$ cat src/rtl/count_capture.sv
// Input-capture unit: timestamps selected edges of an async event line with the live timer value into a show-ahead FIFO.
// Optional glitch filter enabled by defining COUNT_CAPTURE_FILTER_EN.
module count_capture #(
  parameter int COUNTER_SIZE = 32,
  parameter int FIFO_DEPTH   = 4,
  parameter int SYNC_STAGES  = 2
) (
  input  logic                          clk,
  input  logic                          reset,
  input  logic                          enable,
  input  logic [1:0]                    edgeMode,
  input  logic [COUNTER_SIZE-1:0]       count_in,
  input  logic                          capture_in,
  output logic [COUNTER_SIZE-1:0]       cap_value,
  output logic                          cap_edge,
  output logic                          cap_valid,
  input  logic                          cap_ready,
  output logic [$clog2(FIFO_DEPTH):0]   fifo_level,
  output logic                          lost,
  input  logic                          clear_lost
);

  localparam int PTR_W = $clog2(FIFO_DEPTH);
  localparam int LVL_W = PTR_W + 1;
`ifdef COUNT_CAPTURE_FILTER_EN
  localparam int ARM_MAX = SYNC_STAGES + 3;
`else
  localparam int ARM_MAX = SYNC_STAGES + 1;
`endif
  localparam int ARM_W = $clog2(ARM_MAX + 1);

  function automatic logic [ARM_W-1:0] arm_sat_inc(input logic [ARM_W-1:0] v);
    if (v == ARM_W'(ARM_MAX)) return v;
    return v + ARM_W'(1);
  endfunction

  // ---- p0: synchronizer and arming ----
  logic [SYNC_STAGES-1:0] sync_p0;
  logic [ARM_W-1:0]       arm_p0;
  logic                   sync_out;

  always_ff @(posedge clk) begin
    if (reset) begin
      sync_p0 <= '0;
      arm_p0  <= '0;
    end else begin
      sync_p0 <= {sync_p0[SYNC_STAGES-2:0], capture_in};
      arm_p0  <= arm_sat_inc(arm_p0);
    end
  end

  assign sync_out = sync_p0[SYNC_STAGES-1];

  // ---- p1: optional filter and edge detection ----
  logic lvl;
  logic lvl_prev;

`ifdef COUNT_CAPTURE_FILTER_EN
  logic hist_a_p1, hist_b_p1, filt_p1;

  // The filtered level follows sync_out once it has agreed over three consecutive cycles.
  always_comb begin
    lvl = filt_p1;
    if ((sync_out == hist_a_p1) && (hist_a_p1 == hist_b_p1)) lvl = sync_out;
  end

  always_ff @(posedge clk) begin
    if (reset) begin
      hist_a_p1 <= 1'b0;
      hist_b_p1 <= 1'b0;
      filt_p1   <= 1'b0;
    end else begin
      hist_a_p1 <= sync_out;
      hist_b_p1 <= hist_a_p1;
      filt_p1   <= lvl;
    end
  end

  assign lvl_prev = filt_p1;
`else
  logic lvl_p1;

  always_ff @(posedge clk) begin
    if (reset) lvl_p1 <= 1'b0;
    else       lvl_p1 <= sync_out;
  end

  assign lvl      = sync_out;
  assign lvl_prev = lvl_p1;
`endif

  logic                  armed;
  logic                  rising, falling;
  logic                  vld_p1;
  logic [COUNTER_SIZE:0] stamp_p1;

  assign armed    = (arm_p0 == ARM_W'(ARM_MAX));
  assign rising   = lvl & ~lvl_prev;
  assign falling  = ~lvl & lvl_prev;
  assign vld_p1   = armed & enable & ((rising & edgeMode[0]) | (falling & edgeMode[1]));
  assign stamp_p1 = {count_in, rising};

  // ---- p2: capture FIFO ----
  logic [COUNTER_SIZE:0] mem [FIFO_DEPTH];
  logic [PTR_W-1:0]      wr_ptr, rd_ptr;
  logic [LVL_W-1:0]      level;
  logic                  full, pop, do_push, drop;
  logic [COUNTER_SIZE:0] head;

  assign full    = (level == LVL_W'(FIFO_DEPTH));
  assign pop     = cap_valid & cap_ready;
  assign do_push = vld_p1 & (~full | pop);
  assign drop    = vld_p1 & full & ~pop;

  always_ff @(posedge clk) begin
    if (do_push) mem[wr_ptr] <= stamp_p1;
  end

  always_ff @(posedge clk) begin
    if (reset) begin
      wr_ptr <= '0;
      rd_ptr <= '0;
      level  <= '0;
      lost   <= 1'b0;
    end else begin
      if (do_push) wr_ptr <= wr_ptr + PTR_W'(1);
      if (pop)     rd_ptr <= rd_ptr + PTR_W'(1);
      case ({do_push, pop})
        2'b10:   level <= level + LVL_W'(1);
        2'b01:   level <= level - LVL_W'(1);
        default: level <= level;
      endcase
      // A new drop outranks a coincident clear.
      if (drop)            lost <= 1'b1;
      else if (clear_lost) lost <= 1'b0;
    end
  end

  assign head       = mem[rd_ptr];
  assign cap_valid  = (level != '0);
  assign cap_value  = cap_valid ? head[COUNTER_SIZE:1] : '0;
  assign cap_edge   = cap_valid & head[0];
  assign fifo_level = level;

endmodule

$ cat config.mk
export PLATFORM = sky130hd
export DESIGN_NAME = count_capture
export DESIGN_NICKNAME = d
export VERILOG_FILES = /design/src/rtl/count_capture.sv
export SDC_FILE = /design/constraint.sdc
export NUM_CORES = 1
export LEC_CHECK = 0
export ABC_AREA = 1
export BUFFER_PORTS_ARGS = -buffer_cell sky130_fd_sc_hd__buf_2
export CAP_MARGIN = 10
export CORE_MARGIN = 2
export CORE_UTILIZATION = 60
export DETAILED_ROUTE_END_ITERATION = 7
export PLACE_DENSITY_LB_ADDON = 0.15
export SYNTH_ARGS = -nofsm -noshare
export SYNTH_HDL_FRONTEND = slang
export SYNTH_SLANG_ARGS = --single-unit
$ cat constraint.sdc
create_clock -name clk -period 5.2 [get_ports clk]
set_input_delay 0.52 -clock clk [delete_from_list [all_inputs] [get_ports clk]]
set_output_delay 0.52 -clock clk [all_outputs]
set_load 0.03 [all_outputs]
Yosys cells after proc, flatten, opt, wreduce, memory -nomap -nowiden
Memory sizes are Yosys's and may differ from the RTL's. A register that Yosys moved wholly into a read port is not among the register bits. Index checks and enable logic that the tools add are counted.

Register bits after elaboration: 13. Memory bits (writable): 132. Input port bits: 40. Logic and storage cells: 49. Memories: 1.

Memory list: mem (words 4, width 33, rd ports 1, clocked after Yosys merged registers in 1, write ports 1, line 104) `logic [COUNTER_SIZE:0] mem [FIFO_DEPTH];`.

Add/sub/neg operators: 5. Eq/ne operators: 5. Muxes and demuxes: 11. Bitwise gates (word level): 17. Reduce and logical (&&, ||, !) cells: 3.

Operator list (number): $mux 32 (1); $and 1x1->1 (11); $add 2x1->2 const B (3); $mux 1 (6); $mux 2 (3); $pmux 3 s2 (1); $eq 2x2->1 const B (2); $not 1->1 (4); $reduce_bool 2->1 (2); $add 3x1->3 const B (1); $eq 3x3->1 const B (1); $reduce_bool 3->1 (1); $sub 3x1->3 const B (1); $eq 2x1->1 const B (1); $ne 2x2->1 const B (1); $or 1x1->1 (2).

Depth between registers and ports, before layout
Gate-level depths: netlist (run 1).

Word-level depth: 8. Depth in mapped cells: 12.

Worst setup path after synthesis (run 1)
OpenSTA, ideal clock, no wires.

Kind: flip-flop to flip-flop. From: register level[0] (netlist: fifo_level[0]). To: memory mem[0][0] (netlist bit) (enable). Arrival time: 2.383 ns. Required time: 4.777 ns. Slack: 2.394 ns. Cell stages (with the launch flop): 5. Period minus slack after synthesis: 2.806 ns. Cell sequence: dfxtp_1 -> nor2_1 -> nand2_1 -> nand3_1 -> nor2_1.

Cells in the longest elaborated chain, start to end: 6. Elaborated cells between the ends (all ways): 8. Those cells by class: eq/ne (1); mux (2); bitwise (4); reduce/logical (1).

RTL lines: from (decl) (line 106) `logic [LVL_W-1:0] level;`; from (signal assigned) (line 129) `2'b10: level <= level + LVL_W'(1);`; from (signal assigned) (line 130) `2'b01: level <= level - LVL_W'(1);`; from (signal assigned) (line 131) `default: level <= level;`; $reduce_bool 3->1 / $eq 3x3->1 (equally long branches) (line 140, 110); $and 1x1->1 / $not 1->1 (equally long branches) (line 111, 112); $or 1x1->1 (*) (line 112) `assign do_push = vld_p1 & (~full | pop);`; $and 1x1->1 (*) (line 112); $mux 1 (*) (line 116) `if (do_push) mem[wr_ptr] <= stamp_p1;`; $mux 1 (implied by the code) (*) (line 116); to (decl) (line 104).

Mark *: on every way between the ends. The rest lies on a longest branch, timed or not.

==> impl_metrics.toml, run 1 <==
[outcome]
outcome = "finished clean"

[routing]
drc = 0
first_pass_iters = 5
ant_nets = 0
wire_per_inst_um = 16.29
num_vias = 3821
routed_wl_um = 11470
viasPerCell = 5.428
first_iter_violations = 237

[placement]
place_area_sq_mm = 0.006287
post-place-cells = 672
place_congestion = 0.8147
dpl_worst_slack_ps = 2465
portBuffers = 77
place_hpwl_um = 6409

[timing]
worst_slack_ps = 1890
setup_violations = 0
setup-tns-final_ps = 0
rsz0062_at_grt = "no"
finClkSkew_ps = 9.836
min_period_ps = 3310
finalMaxSlewViolations = 0
hold_ws_ps = 209.2
worstMarginPinSlew_ps = 1084
slew_headroom_pct = 27.57
hold_viol_final = 0
max_freq_ghz = 0.3021
fin_crit_sh_pct = 63.65

[cts]
htree_num_levels = 4
cts_resized = 0
clockBufferDepth = 2
cts_tree = "done"
clk_pin_slew_ps = 60
holdBufCountCts = 0
postCtsSetupBuffers = 0
worstSkewPairLatency_ps = 510
cts-root-buf = "clkbuf_8"
numCtsBuffers = 17
cts_sinks = 147

[logic_synthesis]
synth_top_area_cell = "edfxtp_1"
synth_nets = 533
synth-seq-area-share_pct = 73.29
synth_top_area_share_pct = 68.13
syn_area_sq_mm = 0.005818
ys_ff_latch = 147
synthTopCellsByArea = "edfxtp_1 68%, nor2_1 9.4%, dfxtp_1 5.2%"
syn_inst = 486
ys_types = 20
ys_warn_count = 0
avgSynthCellArea_sq_um = 11.97

[power_and_ir_drop]
p_per_area_mw_per_mm2 = 442.4
irDropWorstVdd_uv = 240.2
leakage_nw = 2.613

[flow_run]
drv_cap = 0

[global_routing]
grt_overflow = 0
first_global_vias = 3816
grt_pass1_wl_um = 18220
antenna_found_initial = 0
grt_max_degree = 68
track_usage_pct = 23.53

[hold_path]
hold_class = "in2reg"

[finish]
fill_cells = 621
drive_above_1_share_pct = 20.35
fin_nets = 609
antenna_cells = 0
areaGrowthSynthToFinish_pct = 18.45
fin_area_sq_mm = 0.006892
fin_cells = 704

[worst_setup_path]
critPathRequiredTime_ps = 4680
crit_path_start_kind = "register"
cp_max_fo = 67
crit_type = "reg2out"
endpoint_kind = "output pin"
crit_arrival_ps = 2790

[die]
io_pins = 78
dieArea_sq_mm = 0.01050
fp-row-count = 35
chipHeight_um = 102.5
initial_utilization_pct = 62.37
die_x_um = 102.5
core-area_sq_mm = 0.009328
## synth_stat cells
library cell	instances
nand3_1	4
buf_6	3
clkbuf_1	6
buf_4	3
buf_2	9
fa_1	1
nand3b_1	1
nor2_1	145
clkbuf_2	3
o21ai_0	40
inv_1	27
o21ai_1	31
a21oi_1	41
dfxtp_1	15
nand4_1	2
inv_2	1
edfxtp_1	132
nand2_1	14
xor2_1	2
ha_1	6
## final cells by class
class / instances / area, sq um / area share, %
Tap cell: 129 / 161.4 / 2.342
Inverter: 28 / 105.1 / 1.525
Clock buffer: 18 / 417.9 / 6.064
Clock inverter: 14 / 186.4 / 2.705
Timing Repair Buffer: 81 / 415.4 / 6.028
Sequential cell: 147 / 4265 / 61.89
Multi-Input combinational cell: 287 / 1340 / 19.44
## state kept, by name, summed over array words and instances, names as in the netlist, named ones only
signal and flops:
lvl_p1 1, fifo_level 3, rd_ptr 2, arm_p0 2, wr_ptr 2, mem 132
lost 1, sync_p0 2
## cells in the final DEF (no fill, tap or decap), drive strengths merged
cell / n
clkinv: 8
dfxtp: 15
ha: 6
nor2: 145
clkinvlp: 1
inv: 29
fa: 1
nand3: 4
nand4: 2
edfxtp: 132
xor2: 2
a21oi: 41
bufinv: 4
clkbuf: 18
o21ai: 71
nand3b: 1
buf: 81
nand2: 14
## power by group
| group | total [W] | internal (W) | switching (W) |
|---|---|---|---|
| sequential | 0.00131 | 0.00130 | 0.00000898 |
| combinational | 0.000506 | 0.000127 | 0.000379 |
| clock | 0.00123 | 0.000777 | 0.000457 |
| total | 0.00305 | 0.00220 | 0.000845 |
## kinds of logic (layout without fill, tap and decap cells)
logic type               count (synthesis)  in the layout  share of synthesized area (%)
AO/OA/AOI/OAI                          112            112                          9.634
XOR/XNOR                                 2              2                         0.3011
adder cells (fa/ha/maj)                  7              7                          1.634
buffers and inverters                   52            141                          4.193
flip-flops                             147            147                          73.29
AND/OR/NAND/NOR                        166            166                          10.95
## stage by stage
| step | power (W) | utilization, % |
|---|---|---|
| after CTS | 0.003061 | 73.88 |
| after global placement | 0.001828 | 67.40 |
| after global routing | 0.003157 | 73.88 |
| after detailed placement | 0.001838 | 67.40 |
| after floorplan | 0.001703 | - |
| final | 0.003049 | 73.88 |
## worst paths after layout
path	startpoint	endpoint	slack (ps)	cells after the start
max	register	cap_value[22]	1890	5
min	capture_in	sync_p0[0]	210	3
max reg2reg	arm_p0[0]	mem[3][11]	2680	5
min reg2reg	sync_p0[0]	sync_p0[1]	410	2
## layer usage
layer	global-route usage [%]	vias to the layer above	routed length [um]
met5	0	-	0
met4	10.15	0	125
met3	6.498	12	767
met2	38.91	139	5789
met1	29.34	1832	4783
li1	-	1838	-
## worst max-delay path, cell delays in order, from the launching register on
cell and delay, ps:
dfxtp_2 310, buf_4 330, inv_2 820, o21ai_0 250
a21oi_1 290, buf_2 250
Note: power is estimated with default switching activity, not from simulation.
==> run 2: changes to the inputs <==
--- a/config.mk
+++ b/config.mk
@@ -9,7 +9,7 @@
 export BUFFER_PORTS_ARGS = -buffer_cell sky130_fd_sc_hd__buf_2
 export CAP_MARGIN = 10
 export CORE_MARGIN = 2
-export CORE_UTILIZATION = 60
+export CORE_UTILIZATION = 51
 export DETAILED_ROUTE_END_ITERATION = 7
 export PLACE_DENSITY_LB_ADDON = 0.15
 export SYNTH_ARGS = -nofsm -noshare
==> constraint.sdc (replaced) <==
create_clock -name clk -period 2.97 [get_ports clk]
set_input_delay 0.297 -clock clk [delete_from_list [all_inputs] [get_ports clk]]
set_output_delay 0.297 -clock clk [all_outputs]
set_load 0.03 [all_outputs]
==> run 2 against run 1 <==
- final area up 1.2%
- routed wire length up 1.0%
- sequential power up 75%
- via count down 1.4%
- largest power group unchanged
- power up 73%
- register-to-register slack worse by 2100 ps
- clock skew down 1.2 ps
- highest routed layer unchanged
==> impl_metrics.toml, run 2 (same netlist as run 1, synthesis figures left out) <==
[cts]
cts_tree = "done"
clk_pin_slew_ps = 60
worstSkewPairLatency_ps = 410
cts_resized = 0
clockBufferDepth = 2
cts-root-buf = "clkbuf_16"
numCtsBuffers = 17
htree_num_levels = 4
cts_sinks = 147
postCtsSetupBuffers = 0
holdBufCountCts = 0

[routing]
routed_wl_um = 11590
first_pass_iters = 5
drc = 0
wire_per_inst_um = 15.96
num_vias = 3767
viasPerCell = 5.189
first_iter_violations = 262
ant_nets = 0

[worst_setup_path]
slowest_stage = "buf_4"
crit_chain = "buf_4 > nor2_1 > nor2_1 > o21ai_0 > a21oi_1 > buf_2"
crit_arrival_ps = 2160
crit_type = "reg2out"
critPathRequiredTime_ps = 2670
max_stage_delay_ps = 560
cp_max_fo = 66
cp_top_family = "buffers and inverters"
cp_common_cell = "nor2_1"
endpoint_kind = "output pin"
crit_path_start_kind = "register"
path_buf_inv = 2

[global_routing]
track_usage_pct = 19.96
antenna_found_initial = 0
grt_use_met2_pct = 32.31
grt_pass1_wl_um = 18800
busiest_layer = "met2"
grt_overflow = 0
met1_usage_pct = 26.55
grt_max_degree = 67
use_met3_pct = 4.647
first_global_vias = 3687

[timing]
hold_ws_ps = 85.20
finClkSkew_ps = 8.683
setup_violations = 0
max_freq_ghz = 0.4062
fin_crit_sh_pct = 82.88
finalMaxSlewViolations = 0
rsz0062_at_grt = "no"
hold_viol_final = 0
slew_headroom_pct = 54.71
setup-tns-final_ps = 0
worstMarginPinSlew_ps = 679.3
min_period_ps = 2462

[power_and_ir_drop]
p_per_area_mw_per_mm2 = 756.0
irDropWorstVdd_uv = 366.8
power_w = 0.005272
leakage_nw = 2.642

[die]
dieArea_sq_mm = 0.01228
die_x_um = 110.8
chipHeight_um = 110.8
core-area_sq_mm = 0.01127
fp-row-count = 39
initial_utilization_pct = 51.62
io_pins = 78

[finish]
regMostFlops = "mem"
areaGrowthSynthToFinish_pct = 19.85
fin_nets = 617
largest_reg_flops = 132
final_common_cell = "nor2_1"
drive_above_1_share_pct = 20.75
final_cell_mix = "141 x nor2_1, 132 x edfxtp_1, 77 x buf_2"
antenna_cells = 0

[flow_run]
drv_cap = 0

[placement]
portBuffers = 77
place_congestion = 0.7322
place_hpwl_um = 6965

[hold_path]
hold_class = "in2reg"

[outcome]
outcome = "finished clean"
==> run 2: cell count changes in the layout (fill, tap and decap cells not counted), moves of 2 or more <==
cell,previous run,this run
buf_4,4,10
clkinv_4,3,0
clkbuf_1,1,3
clkinv_1,1,3
clkinvlp_4,1,3
==> run 2: power breakdown <==
| group | total (W) | internal, W | switching, W |
|---|---|---|---|
| Sequential | 0.00229 | 0.00228 | 0.0000160 |
| Combinational | 0.000917 | 0.000240 | 0.000677 |
| Clock | 0.00206 | 0.00130 | 0.000757 |
==> run 2: worst register-to-register path, stage by stage (launching register included) <==
cell and delay, ps:
dfxtp_1 320, ha_1 240, nand2_1 70, inv_1 60, nand3_1 400, ha_1 280, inv_1 70, fa_1 380
nand2_1 80, nand3_1 90, o21ai_0 180, a21oi_1 60
==> run 2: per-stage QoR <==
| step | setup slack [ps] | std cells | utilization [%] | cell area [sq um] |
|---|---|---|---|---|
| 2_1_floorplan | 164.2 | 486 | - | 5818 |
| 3_3_place_gp | 725.0 | 693 | 56.51 | 6370 |
| 3_5_place_dp | 654.4 | 693 | 56.51 | 6370 |
| 4_1_cts | 473.1 | 725 | 61.62 | 6945 |
| 5_1_grt | 349.2 | 726 | 61.86 | 6973 |
| 6_report | 508.4 | 726 | 61.86 | 6973 |
==> run 2: layer usage <==
metal / routed length (um) / up-vias
met5: 0 / -
met4: 185 / 0
met3: 471 / 13
met2: 5818 / 101
met1: 5110 / 1800
li1: - / 1853
==> run 2: path summary, 6_finish.rpt <==
kind	startpoint	end	slack [ps]	cells after the start
worst max-delay path	register	cap_value[13]	510	6
worst min-delay path	capture_in	sync_p0[0]	90	3
worst max register to register	arm_p0[0]	fifo_level[2]	630	11
worst min register to register	sync_p0[0]	sync_p0[1]	420	2
==> run 2: cell type report <==
type / instances / area [sq um]
inverter: 28 / 105.1
sequential: 147 / 4265
tap: 143 / 178.9
clock buffer: 20 / 436.7
timing repair buffer: 89 / 508.0
clock inverter: 12 / 138.9
fill: 888 / 4299
multi-input combinational: 287 / 1340
==> run 3: changes to the inputs <==
==> constraint.sdc (replaced) <==
create_clock -name clk -period 2.1 [get_ports clk]
set_input_delay 0.21 -clock clk [delete_from_list [all_inputs] [get_ports clk]]
set_output_delay 0.21 -clock clk [all_outputs]
set_load 0.03 [all_outputs]
==> run 3 against run 2 <==
- combinational power up 52%
- sequential share of layout area shrank 2.0 points
- clock skew decreased by 1.7 ps
- largest cell class unchanged
- highest routed layer unchanged
==> impl_metrics.toml, run 3 (same netlist as run 1, synthesis figures left out) <==
[outcome]
outcome = "finished clean"

[hold_path]
hold_depth = 1
hold_start = "count_in[25]"
hold_class = "in2reg"
min_to = "mem[3][26]"

[finish]
final_cell_mix = "141 x nor2_1, 132 x edfxtp_1, 76 x buf_2"
fin_nets = 629
regMostFlops = "mem"
drive_above_1_share_pct = 22.90
largest_reg_flops = 132
antenna_cells = 0
final_common_cell = "nor2_1"
areaGrowthSynthToFinish_pct = 24.09
fin_area_sq_mm = 0.007219

[routing]
wire_per_inst_um = 16.58
first_pass_iters = 4
drc = 0
first_iter_violations = 265
routed_wl_um = 12220
viasPerCell = 5.227
ant_nets = 0
num_vias = 3852

[worst_setup_path]
reg2reg_to = "fifo_level[2]"
reg2reg_slack_ps = 150
ff2ff_path_depth = 11
crit_start = "arm_p0[0]"
crit_path_start_kind = "register"
max_stage_delay_ps = 390
path_buf_inv = 2
endpoint_kind = "register"
critPathRequiredTime_ps = 2400
cp_max_fo = 4
crit_type = "reg2reg"
crit_chain = "ha_1 > nand2_1 > inv_1 > nand3_2 > ha_1 > inv_1 > fa_1 > nand2_1 > nand3_1 > o21ai_0 > a21oi_1"
crit_arrival_ps = 2250
timing.rr.start = "arm_p0[0]"
critical_path_depth = 11
slowest_stage = "fa_1"
cp_top_family = "adder cells"

[placement]
portBuffers = 77
place_congestion = 0.7848
place_hpwl_um = 6992
place_area_sq_mm = 0.006442

[power_and_ir_drop]
p_per_area_mw_per_mm2 = 1115
leakage_nw = 2.771
irDropWorstVdd_uv = 598.9

[global_routing]
grt_use_met2_pct = 33.99
use_met3_pct = 4.647
track_usage_pct = 20.46
grt_max_degree = 63
grt_overflow = 0
grt_pass1_wl_um = 19370
busiest_layer = "met2"
met1_usage_pct = 26.31
antenna_found_initial = 0
first_global_vias = 3803

[die]
dieArea_sq_mm = 0.01228
chipHeight_um = 110.8
die_x_um = 110.8
fp-row-count = 39
initial_utilization_pct = 51.62
core-area_sq_mm = 0.01127
io_pins = 78

[timing]
min_period_ps = 1954
worstMarginPinSlew_ps = 428.4
finClkSkew_ps = 6.985
setup-tns-final_ps = 0
rsz0062_at_grt = "no"
hold_viol_final = 0
max_freq_ghz = 0.5117
setup_violations = 0
finalMaxSlewViolations = 0
slew_headroom_pct = 71.44
fin_crit_sh_pct = 93.06

[cts]
numCtsBuffers = 17
clk_pin_slew_ps = 60
cts-root-buf = "clkbuf_16"
htree_num_levels = 4
worstSkewPairLatency_ps = 410
cts_sinks = 147
clockBufferDepth = 2
cts_tree = "done"

[flow_run]
drv_cap = 0
run 3: changes by cell type in the layout (fill, tap and decap cells not counted), sizes merged:
cell	change
dlygate4sd3	+1
inv	-1
clkbuf	+1
bufinv	+4
clkinvlp	-2
buf	+8
run 3: worst max path at each step:
stage / slack (ps) / end
after global routing: 10 / cap_value[11]
final: 150 / fifo_level[2]
after CTS: 20 / cap_value[7]
after detailed placement: 210 / fifo_level[2]
after global placement: 290 / fifo_level[2]
after floorplan: -130 / mem[0][0]
run 3: routing by layer:
layer,wire (um),vias up
met5,0,-
met3,691,12
met2,6330,123
li1,-,1877
met4,140,0
met1,5059,1840
run 3: where the power goes:
group / internal, W / switching [W]
registers: 0.00322 / 0.0000348
clock network: 0.00232 / 0.00108
logic: 0.000420 / 0.000975
run 3: final cells by class:
class	count	area, sq um
fill	841	4053
multi-input combinational	287	1348
tap	143	178.9
sequential	147	4270
inverter	28	108.9
clock inverter	13	237.7
timing repair buffer	101	646.9
clock buffer	18	429.2
run 3: metrics by stage:
| step | instances | util [%] | total power [W] | hold slack [ps] | setup slack (ps) |
|---|---|---|---|---|---|
| 3_3_place_gp | 698 | 57.15 | 0.004602 | 390.8 | 288.2 |
| 5_1_grt | 737 | 64.05 | 0.008353 | 1.897 | 14.06 |
| 4_1_cts | 730 | 63.21 | 0.008023 | 1.896 | 19.12 |
| 6_report | 737 | 64.05 | 0.008052 | 14.01 | 145.8 |
| 2_1_floorplan | 486 | - | 0.004221 | 279.1 | -133.5 |
| 3_5_place_dp | 698 | 57.15 | 0.004632 | 406.7 | 211.1 |
run 3: repair_timing:
action,4_1_cts,5_1_grt
cloned,0,2
endpoints found under the hold margin,1,0
setup buffers,0,5
gates resized for setup,2,2
pin swaps,0,1
endpoints found under the setup margin,10,11
hold buffers,1,0
